## config.mk

```make
export PLATFORM = sky130hd
export DESIGN_NAME = tour_cmd
export DESIGN_NICKNAME = d
export VERILOG_FILES = /design/src/rtl/tour_pkg.sv /design/src/rtl/tour_move_decode.sv /design/src/rtl/tour_cmd.sv
export SDC_FILE = /design/constraint.sdc
export NUM_CORES = 1
export LEC_CHECK = 0
export CORE_MARGIN = 5
export CORE_UTILIZATION = 48
export CTS_BUF_LIST = sky130_fd_sc_hd__clkbuf_4
export DETAILED_ROUTE_END_ITERATION = 7
export PLACE_DENSITY_LB_ADDON = 0.1
export SETUP_SLACK_MARGIN = 0.02
export SLEW_MARGIN = 20
export SYNTH_ARGS = -nofsm -noshare
export SYNTH_HDL_FRONTEND = slang
export SYNTH_SLANG_ARGS = --single-unit
```

## constraint.sdc

```tcl
create_clock -name clk -period 4.5 [get_ports clk]
set_input_delay 0.9 -clock clk [delete_from_list [all_inputs] [get_ports clk]]
set_output_delay 0.9 -clock clk [all_outputs]
set_load 0.02 [all_outputs]
```

## src/rtl/tour_pkg.sv

```systemverilog
// Shared types and constants for the knight's-tour command reader.
// Move-bit offset helpers are also used by the solver's offset logic.
package tour_pkg;

   typedef enum logic [2:0] {
      IDLE,
      V_ISSUE,
      V_WAIT,
      H_ISSUE,
      H_WAIT
   } state_t;

   localparam logic [7:0] HEAD_N = 8'h00;
   localparam logic [7:0] HEAD_W = 8'h3F;
   localparam logic [7:0] HEAD_S = 8'h7F;
   localparam logic [7:0] HEAD_E = 8'hBF;

   localparam int         NUM_MOVES_DEF  = 24;
   localparam logic [3:0] MOVE_OP_DEF    = 4'h2;
   localparam logic [3:0] FANFARE_OP_DEF = 4'h3;

   // +x = east, +y = north
   function automatic logic signed [2:0] move_dx(input logic [2:0] b);
      case (b)
         3'd0:    return -3'sd1;
         3'd1:    return  3'sd1;
         3'd2:    return -3'sd2;
         3'd3:    return -3'sd2;
         3'd4:    return -3'sd1;
         3'd5:    return  3'sd1;
         3'd6:    return  3'sd2;
         default: return  3'sd2;
      endcase
   endfunction

   function automatic logic signed [2:0] move_dy(input logic [2:0] b);
      case (b)
         3'd0:    return  3'sd2;
         3'd1:    return  3'sd2;
         3'd2:    return  3'sd1;
         3'd3:    return -3'sd1;
         3'd4:    return -3'sd2;
         3'd5:    return -3'sd2;
         3'd6:    return -3'sd1;
         default: return  3'sd1;
      endcase
   endfunction

   function automatic logic [3:0] abs_len(input logic signed [2:0] d);
      logic signed [2:0] m;
      m = (d < 3'sd0) ? -d : d;
      return {1'b0, m};
   endfunction

endpackage

```

## src/rtl/tour_move_decode.sv

```systemverilog
// Splits a one-hot knight move into a vertical and a horizontal leg.
// Anything that is not exactly one-hot decodes to two zero-length legs heading N.
module tour_move_decode
   import tour_pkg::*;
(
   input  logic [7:0] move,
   output logic [7:0] v_heading,
   output logic [3:0] v_len,
   output logic [7:0] h_heading,
   output logic [3:0] h_len
);

   logic one_hot;
   logic signed [2:0] dx;
   logic signed [2:0] dy;

   assign one_hot = (move != 8'h00) && ((move & (move - 8'd1)) == 8'h00);

   always_comb begin
      dx        = 3'sd0;
      dy        = 3'sd0;
      v_heading = HEAD_N;
      v_len     = 4'd0;
      h_heading = HEAD_N;
      h_len     = 4'd0;
      if (one_hot) begin
         for (int i = 0; i < 8; i++) begin
            if (move[i]) begin
               dx = move_dx(3'(i));
               dy = move_dy(3'(i));
            end
         end
         v_heading = (dy > 3'sd0) ? HEAD_N : HEAD_S;
         v_len     = abs_len(dy);
         h_heading = (dx > 3'sd0) ? HEAD_E : HEAD_W;
         h_len     = abs_len(dx);
      end
   end

endmodule

```

## src/rtl/tour_cmd.sv

```systemverilog
// Reads the solved tour move by move and issues vertical then horizontal leg commands.
// Build option TOUR_CMD_FANFARE_EN: horizontal legs carry the fanfare opcode.
//
// state   | meaning
// IDLE    | UART commands pass straight through; wait for start_tour
// V_ISSUE | latch vertical leg of move[indx], raise cmd_rdy
// V_WAIT  | handshake vertical leg until send_resp with cmd_rdy low
// H_ISSUE | latch horizontal leg of move[indx], raise cmd_rdy
// H_WAIT  | handshake horizontal leg; then next move or finish
module tour_cmd
   import tour_pkg::*;
#(
   parameter int         NUM_MOVES = NUM_MOVES_DEF,
   parameter logic [3:0] MOVE_OP   = MOVE_OP_DEF
) (
   input  logic        clk,
   input  logic        rst,
   input  logic        start_tour,
   input  logic [7:0]  move,
   output logic [4:0]  indx,
   input  logic [15:0] cmd_UART,
   input  logic        cmd_rdy_UART,
   input  logic        clr_cmd_rdy,
   input  logic        send_resp,
   output logic [15:0] cmd,
   output logic        cmd_rdy,
   output logic        tour_done
);

`ifdef TOUR_CMD_FANFARE_EN
   localparam logic [3:0] H_OP = FANFARE_OP_DEF;
`else
   localparam logic [3:0] H_OP = MOVE_OP;
`endif

   localparam logic [4:0] LAST_INDX = 5'(NUM_MOVES - 1);

   state_t      state;
   logic [15:0] cmd_reg;
   logic        cmd_rdy_reg;
   logic [7:0]  v_heading;
   logic [3:0]  v_len;
   logic [7:0]  h_heading;
   logic [3:0]  h_len;
   logic        leg_done;

   tour_move_decode u_decode (
      .move      (move),
      .v_heading (v_heading),
      .v_len     (v_len),
      .h_heading (h_heading),
      .h_len     (h_len)
   );

   // a clear in the same cycle as send_resp counts as cmd_rdy already low
   assign leg_done = send_resp && (!cmd_rdy_reg || clr_cmd_rdy);

   always_ff @(posedge clk) begin
      if (rst) begin
         state       <= IDLE;
         indx        <= 5'd0;
         cmd_reg     <= 16'h0000;
         cmd_rdy_reg <= 1'b0;
         tour_done   <= 1'b0;
      end else begin
         tour_done <= 1'b0;
         case (state)
            IDLE: begin
               if (start_tour) begin
                  indx  <= 5'd0;
                  state <= V_ISSUE;
               end
            end
            V_ISSUE: begin
               cmd_reg     <= {MOVE_OP, v_heading, v_len};
               cmd_rdy_reg <= 1'b1;
               state       <= V_WAIT;
            end
            V_WAIT: begin
               if (clr_cmd_rdy) cmd_rdy_reg <= 1'b0;
               if (leg_done) state <= H_ISSUE;
            end
            H_ISSUE: begin
               cmd_reg     <= {H_OP, h_heading, h_len};
               cmd_rdy_reg <= 1'b1;
               state       <= H_WAIT;
            end
            H_WAIT: begin
               if (clr_cmd_rdy) cmd_rdy_reg <= 1'b0;
               if (leg_done) begin
                  if (indx == LAST_INDX) begin
                     tour_done <= 1'b1;
                     state     <= IDLE;
                  end else begin
                     indx  <= indx + 5'd1;
                     state <= V_ISSUE;
                  end
               end
            end
            default: state <= IDLE;
         endcase
      end
   end

   assign cmd     = (state == IDLE) ? cmd_UART     : cmd_reg;
   assign cmd_rdy = (state == IDLE) ? cmd_rdy_UART : cmd_rdy_reg;

endmodule
```

==> results.py, run 1 <==
metrics = {
    "outcome": {
        "outcome": "complete, no violations",
    },
    "synth": {
        "synthAdderAreaFrac_pct": 2.91,
        "synthDistinctLibCells": 48,
        "synthFlopType": "dfxtp_1",
        "yosysMostFrequentCell": "dfxtp_1",
        "syn_nets": 184,
        "synth.area.top_cells": "dfxtp_1 26%, o41ai_2 6.3%, mux2_1 6.1%, nor2_1 4.4%, nand2_1 4.1%",
        "synthCells": 151,
        "synth_edf_count": 0,
        "synth_top_area_share_pct": 26.4,
        "synth_xor_area_share_pct": 2.04,
        "synth-compound-area-share_pct": 26.4,
        "synth_largest_area_cell": "dfxtp_1",
        "synthMuxAreaShare_pct": 7.66,
        "synth_top_family_by_area": "simple AND/OR/NAND/NOR gates",
        "yosysWarningCount": 0,
        "avgSynthCellArea_um2": 8.54,
        "netlist_area_um2": 1290,
        "yosysSeqAreaShare_pct": 26.4,
        "synth-async-reset-ratio_pct": 0,
        "synth_seq_cells": 17,
        "synthSimpleGateAreaFrac_pct": 30.6,
        "synth_top_cells_by_count": "17 x dfxtp_1, 15 x nor2_1, 14 x nand2_1",
    },
    "routing": {
        "drc": 0,
        "drt_pre_antenna_iters": 4,
        "wirelength_um": 3390,
        "first_iter_violations": 36,
        "vias": 1325,
        "via_per_inst": 5.81,
        "wl_per_cell_um": 14.8,
        "ant_nets": 0,
    },
    "worst_hold_path": {
        "hold_depth": 2,
        "holdCritStartpoint": "cmd_reg[9]$_SDFFE_PP0P_",
        "min_to": "cmd_reg[9]$_SDFFE_PP0P_",
        "min_path_type": "register to register",
    },
    "floorplan": {
        "rows": 18,
        "die_h_um": 61.8,
        "start_util_pct": 51.1,
        "die_x_um": 61.8,
        "core_um2": 2520,
        "io_pins": 53,
        "die_area_um2": 3820,
    },
    "setup_path": {
        "end_kind": "primary output",
        "worstRegToRegCells": 5,
        "path_cells": "or2_1 > nor2_4 > nor2b_1 > a21o_1 > clkdlybuf4s50_1",
        "critPathTopFamily": "simple AND/OR/NAND/NOR gates",
        "cp-start-kind": "register",
        "timing.rr.start": "indx[0]$_SDFFE_PP0P_",
        "ff2ff_setup_slack_ns": 2.80,
        "timing.rr.end": "indx[4]$_SDFFE_PP0P_",
        "worstPathArrival_ns": 2.50,
        "crit_path_max_fanout": 18,
        "critPathSlowestCell": "dfxtp_1",
        "critPathRequiredTime_ns": 3.60,
        "path_class": "register to primary output",
        "slowest_delay_ns": 0.62,
        "crit_path_start": "state[1]$_SDFFE_PP0P_",
        "path_buf_inv": 1,
    },
    "place": {
        "port_buffers": 52,
        "gp_congestion": 0.835,
        "place_area_um2": 1800,
        "dpl.hpwl_um": 2770,
        "placedCellCount": 224,
    },
    "clock_tree": {
        "cts_hold_buf": 0,
        "clk_path_buf_depth": 2,
        "cts_sinks": 17,
        "post_cts_buffers": 0,
        "clk_pin_slew_ns": 0.09,
        "cts_tree": "done",
        "ctsResizeCount": 0,
        "cts_root_buffer": "clkbuf_4",
        "htree_levels": 1,
        "clk_latency_ns": 0.29,
        "cts_buffers": 3,
    },
    "power_and_ir_drop": {
        "ir_worst_vdd_mv": 0.190,
        "p_leak_nw": 0.715,
        "p_per_area_nw_per_um2": 245,
    },
    "flow_run": {
        "cap_viol_max_count": 0,
    },
    "finish": {
        "n_antenna_cell": 0,
        "design_area_um2": 1830,
        "fill_cells": 216,
        "multi_input_area_um2": 897,
        "final_nets": 232,
        "register_area_um2": 340,
        "drive_gt1_share_pct": 7.07,
        "largest_reg_flops": 7,
        "layoutNonFillerInstCount": 228,
        "final_util_pct": 72.5,
        "syn_to_final_growth_pct": 41.8,
    },
    "sta": {
        "max_freq_ghz": 0.294,
        "setup_viol_count_final": 0,
        "rsz0062_at_grt": "no",
        "finalCriticalPeriod_ns": 3.40,
        "finalHoldViolations": 0,
        "tightest_slew_ns": 0.515,
        "whs_ns": 0.461,
        "timing.final.max_slew_violations": 0,
        "finalClockSkew_ns": 0.00316,
        "final.period_utilization_pct": 75.5,
        "tns_ns": 0,
        "slew_headroom_pct": 65.2,
    },
    "global_route": {
        "globalRoute.totalOverflow": 0,
        "grt_max_degree": 19,
        "grt_pass1_vias": 1274,
        "track_usage_pct": 19.9,
        "grt_pass1_wl_um": 5750,
        "antenna_found_initial": 0,
    },
}
## cell type report
cell class | count | share of cell area [%]
inverter | 1 | 0.205
multi-input combinational | 124 | 49.0
timing repair buffer | 52 | 28.5
sequential | 17 | 18.6
clock buffer | 4 | 1.64
tap | 30 | 2.05
## layer usage
metal  GRT usage (%)  part of all wire [%]  routed length [µm]
met3            4.75                    11                 366
met4            9.09                   2.2                  76
met2            33.5                    47                1580
met1            24.0                    40                1360
met5               0                     0                   0
## worst max-delay path by stage
| stage | to | slack (ns) | depth (start not counted) |
|---|---|---|---|
| final | cmd[9] | 1.10 | 5 |
| after global routing | cmd[9] | 0.91 | 5 |
| after CTS | cmd[9] | 1.07 | 5 |
| after detailed placement | cmd[9] | 1.40 | 5 |
| after global placement | cmd[4] | 1.46 | 5 |
| after floorplan | cmd[12] | 2.19 | 6 |
## metrics by stage
| stage | setup WS (ns) | power, W |
|---|---|---|
| floorplan | 2.19 | 0.000281 |
| finish | 1.10 | 0.000448 |
| global route | 0.914 | 0.000478 |
| detailed placement | 1.40 | 0.000366 |
| global placement | 1.46 | 0.000360 |
| CTS | 1.07 | 0.000454 |
## placed cells by master (no fill, tap or decap), types with 3 or more instances in the layout
cell             netlist  layout
a21o_1                 6       6
a21oi_1                5       5
and2_1                 6       6
clkbuf_4               0       4
clkdlybuf4s50_1        0      52
dfxtp_1               17      17
ha_1                   3       3
mux2_1                 7       7
nand2_1               14      14
nand2b_1               5       5
nand3_1                4       4
nor2_1                15      15
nor2b_1                3       3
nor3_1                 5       5
nor4_1                 3       3
o21a_1                 5       5
o31a_1                 3       3
o41ai_2                5       5
## power breakdown
| part | switching (W) | internal, W |
|---|---|---|
| clock | 0.0000462 | 0.0000405 |
| sequential | 0.00000940 | 0.000155 |
| combinational | 0.0000988 | 0.0000978 |
| total | 0.000154 | 0.000293 |
## worst reg2reg max path, stage by stage, from the launching register on
cell and delay [ns]:
dfxtp_1 0.40, ha_1 0.22, nand4b_1 0.20, a41oi_1 0.49, nor4_1 0.11, o21a_1 0.18
## logic make-up after synthesis
family / after synthesis
simple gates: 70
compound gates: 39
flops: 17
buf+inv: 10
mux: 9
xor+xnor: 3
fa+ha+maj: 3
No activity file was read; power rests on OpenSTA's default activity.
==> inputs of run 2 (changes only) <==
- CORE_UTILIZATION: 48 -> 40
- clock period: 4.5 -> 2.8 ns (I/O delays scaled with it)
==> run 2 against run 1 <==
Total power grew 67%. Final cell count increased by 8.3%. Register-to-register slack worse by 1.8 ns. Clock power grew 58%. Non-clock buffer count up 5. Core utilization shrank 11 points. Critical endpoint is now cmd[10].
==> results.py, run 2 (same netlist as run 1, synthesis figures left out) <==
metrics = {
    "routing": {
        "ant_nets": 0,
        "wirelength_um": 3470,
        "via_per_inst": 5.35,
        "vias": 1321,
        "first_iter_violations": 87,
        "wl_per_cell_um": 14.0,
        "drt_pre_antenna_iters": 4,
        "drc": 0,
    },
    "setup_path": {
        "critPathTopFamily": "buffers and inverters",
        "cp-start-kind": "register",
        "critPathSlowestCell": "clkdlybuf4s50_1",
        "crit_path_max_fanout": 14,
        "end_kind": "primary output",
        "path_buf_inv": 2,
        "path_class": "register to primary output",
        "worstPathArrival_ns": 2.11,
        "critPathRequiredTime_ns": 2.24,
        "path_cells": "or2_4 > nor2_4 > buf_12 > mux2_1 > clkdlybuf4s50_1",
        "slowest_delay_ns": 0.54,
    },
    "finish": {
        "final_cell_mix": "52 x clkdlybuf4s50_1, 16 x dfxtp_1, 15 x nor2_1",
        "mostFrequentLayoutCell": "clkdlybuf4s50_1",
        "largest_reg_flops": 7,
        "n_antenna_cell": 0,
        "final_nets": 237,
        "syn_to_final_growth_pct": 47.3,
        "layoutNonFillerInstCount": 247,
        "drive_gt1_share_pct": 10.8,
    },
    "floorplan": {
        "die_h_um": 66.8,
        "core_um2": 3080,
        "rows": 20,
        "die_area_um2": 4460,
        "start_util_pct": 41.9,
        "io_pins": 53,
        "die_x_um": 66.8,
    },
    "sta": {
        "setup_viol_count_final": 0,
        "fin_ws_ns": 0.127,
        "finalClockSkew_ns": 0.0139,
        "finalCriticalPeriod_ns": 2.67,
        "rsz0062_at_grt": "no",
        "max_freq_ghz": 0.374,
        "final.period_utilization_pct": 95.5,
        "tightest_slew_ns": 0.591,
        "slew_headroom_pct": 60.1,
        "finalHoldViolations": 0,
        "whs_ns": 0.467,
        "timing.final.max_slew_violations": 0,
        "tns_ns": 0,
    },
    "global_route": {
        "track_usage_pct": 16.0,
        "antenna_found_initial": 0,
        "grt_pass1_wl_um": 5430,
        "grt_max_degree": 15,
        "globalRoute.totalOverflow": 0,
        "grt_pass1_vias": 1237,
    },
    "place": {
        "place_ws_ns": 0.236,
        "gp_congestion": 0.849,
        "dpl.hpwl_um": 2770,
        "placedCellCount": 241,
        "port_buffers": 52,
    },
    "clock_tree": {
        "clk_pin_slew_ns": 0.11,
        "cts_tree": "done",
        "cts_hold_buf": 0,
        "cts_sinks": 17,
        "cts_buffers": 3,
        "clk_path_buf_depth": 2,
        "cts_root_buffer": "clkbuf_4",
        "htree_levels": 1,
        "clk_latency_ns": 0.30,
    },
    "power_and_ir_drop": {
        "p_leak_nw": 0.745,
        "p_per_area_nw_per_um2": 392,
        "ir_worst_vdd_mv": 0.300,
    },
    "worst_hold_path": {
        "min_path_type": "register to register",
    },
    "outcome": {
        "outcome": "complete, no violations",
    },
    "flow_run": {
        "cap_viol_max_count": 0,
    },
}
==> run 2: area by class of cell <==
cell class / instances / area (µm²)
flip-flops and latches: 17 / 342
fillers: 276 / 1180
inverters: 1 / 3.75
well taps: 44 / 55.1
clock buffers: 3 / 22.5
clock inverters: 1 / 5.00
repair buffers: 57 / 571
multi-input cells: 124 / 902
==> run 2: worst paths after layout <==
kind / start / endpoint / slack [ns] / cells after the start
min reg2reg: cmd_reg[9]$_SDFFE_PP0P_ / cmd_reg[9]$_SDFFE_PP0P_ / 0.47 / 2
min: cmd_reg[9]$_SDFFE_PP0P_ / cmd_reg[9]$_SDFFE_PP0P_ / 0.47 / 2
max: state[0]$_SDFFE_PP0P_ / cmd[10] / 0.13 / 5
max reg2reg: indx[0]$_SDFFE_PP0P_ / indx[3]$_SDFFE_PP0P_ / 0.97 / 5
==> run 2: through the flow <==
| stage | util, % | cell area [µm²] | power [W] |
|---|---|---|---|
| 2_1_floorplan | - | 1290 | 0.000451 |
| 3_3_place_gp | 59.8 | 1840 | 0.000589 |
| 3_5_place_dp | 59.8 | 1840 | 0.000593 |
| 4_1_cts | 61.7 | 1900 | 0.000756 |
| 5_1_grt | 61.7 | 1900 | 0.000795 |
| 6_report | 61.7 | 1900 | 0.000746 |
==> run 2: routing by layer <==
metal	up-vias	wire length [µm]	share of wire, %	GRT usage (%)
li1	665	-	-	-
met1	612	1360	39	17.6
met2	36	1860	54	29.3
met3	8	176	5.1	4.72
met4	0	71	2.0	4.82
met5	-	0	0	0
==> run 2: power breakdown <==
part	switching [W]	internal, W	leakage (nW)	total, W
logic	0.000172	0.000180	0.589	0.000352
registers	0.00000733	0.000250	0.138	0.000257
clock network	0.0000833	0.0000532	0.0177	0.000137
total	0.000263	0.000483	0.745	0.000746
==> run 2: worst min-delay path: cells and delay by family (launching register included) <==
family	cells	cell delay [ns]
flops	1	0.34
simple gates	1	0.05
compound gates	1	0.05
==> run 2: repair_timing <==
item | in CTS | in global routing
gates cloned | 0 | 0
setup endpoints to repair | 15 | 12
gates resized for setup | 2 | 1
buffers inserted | 2 | 0
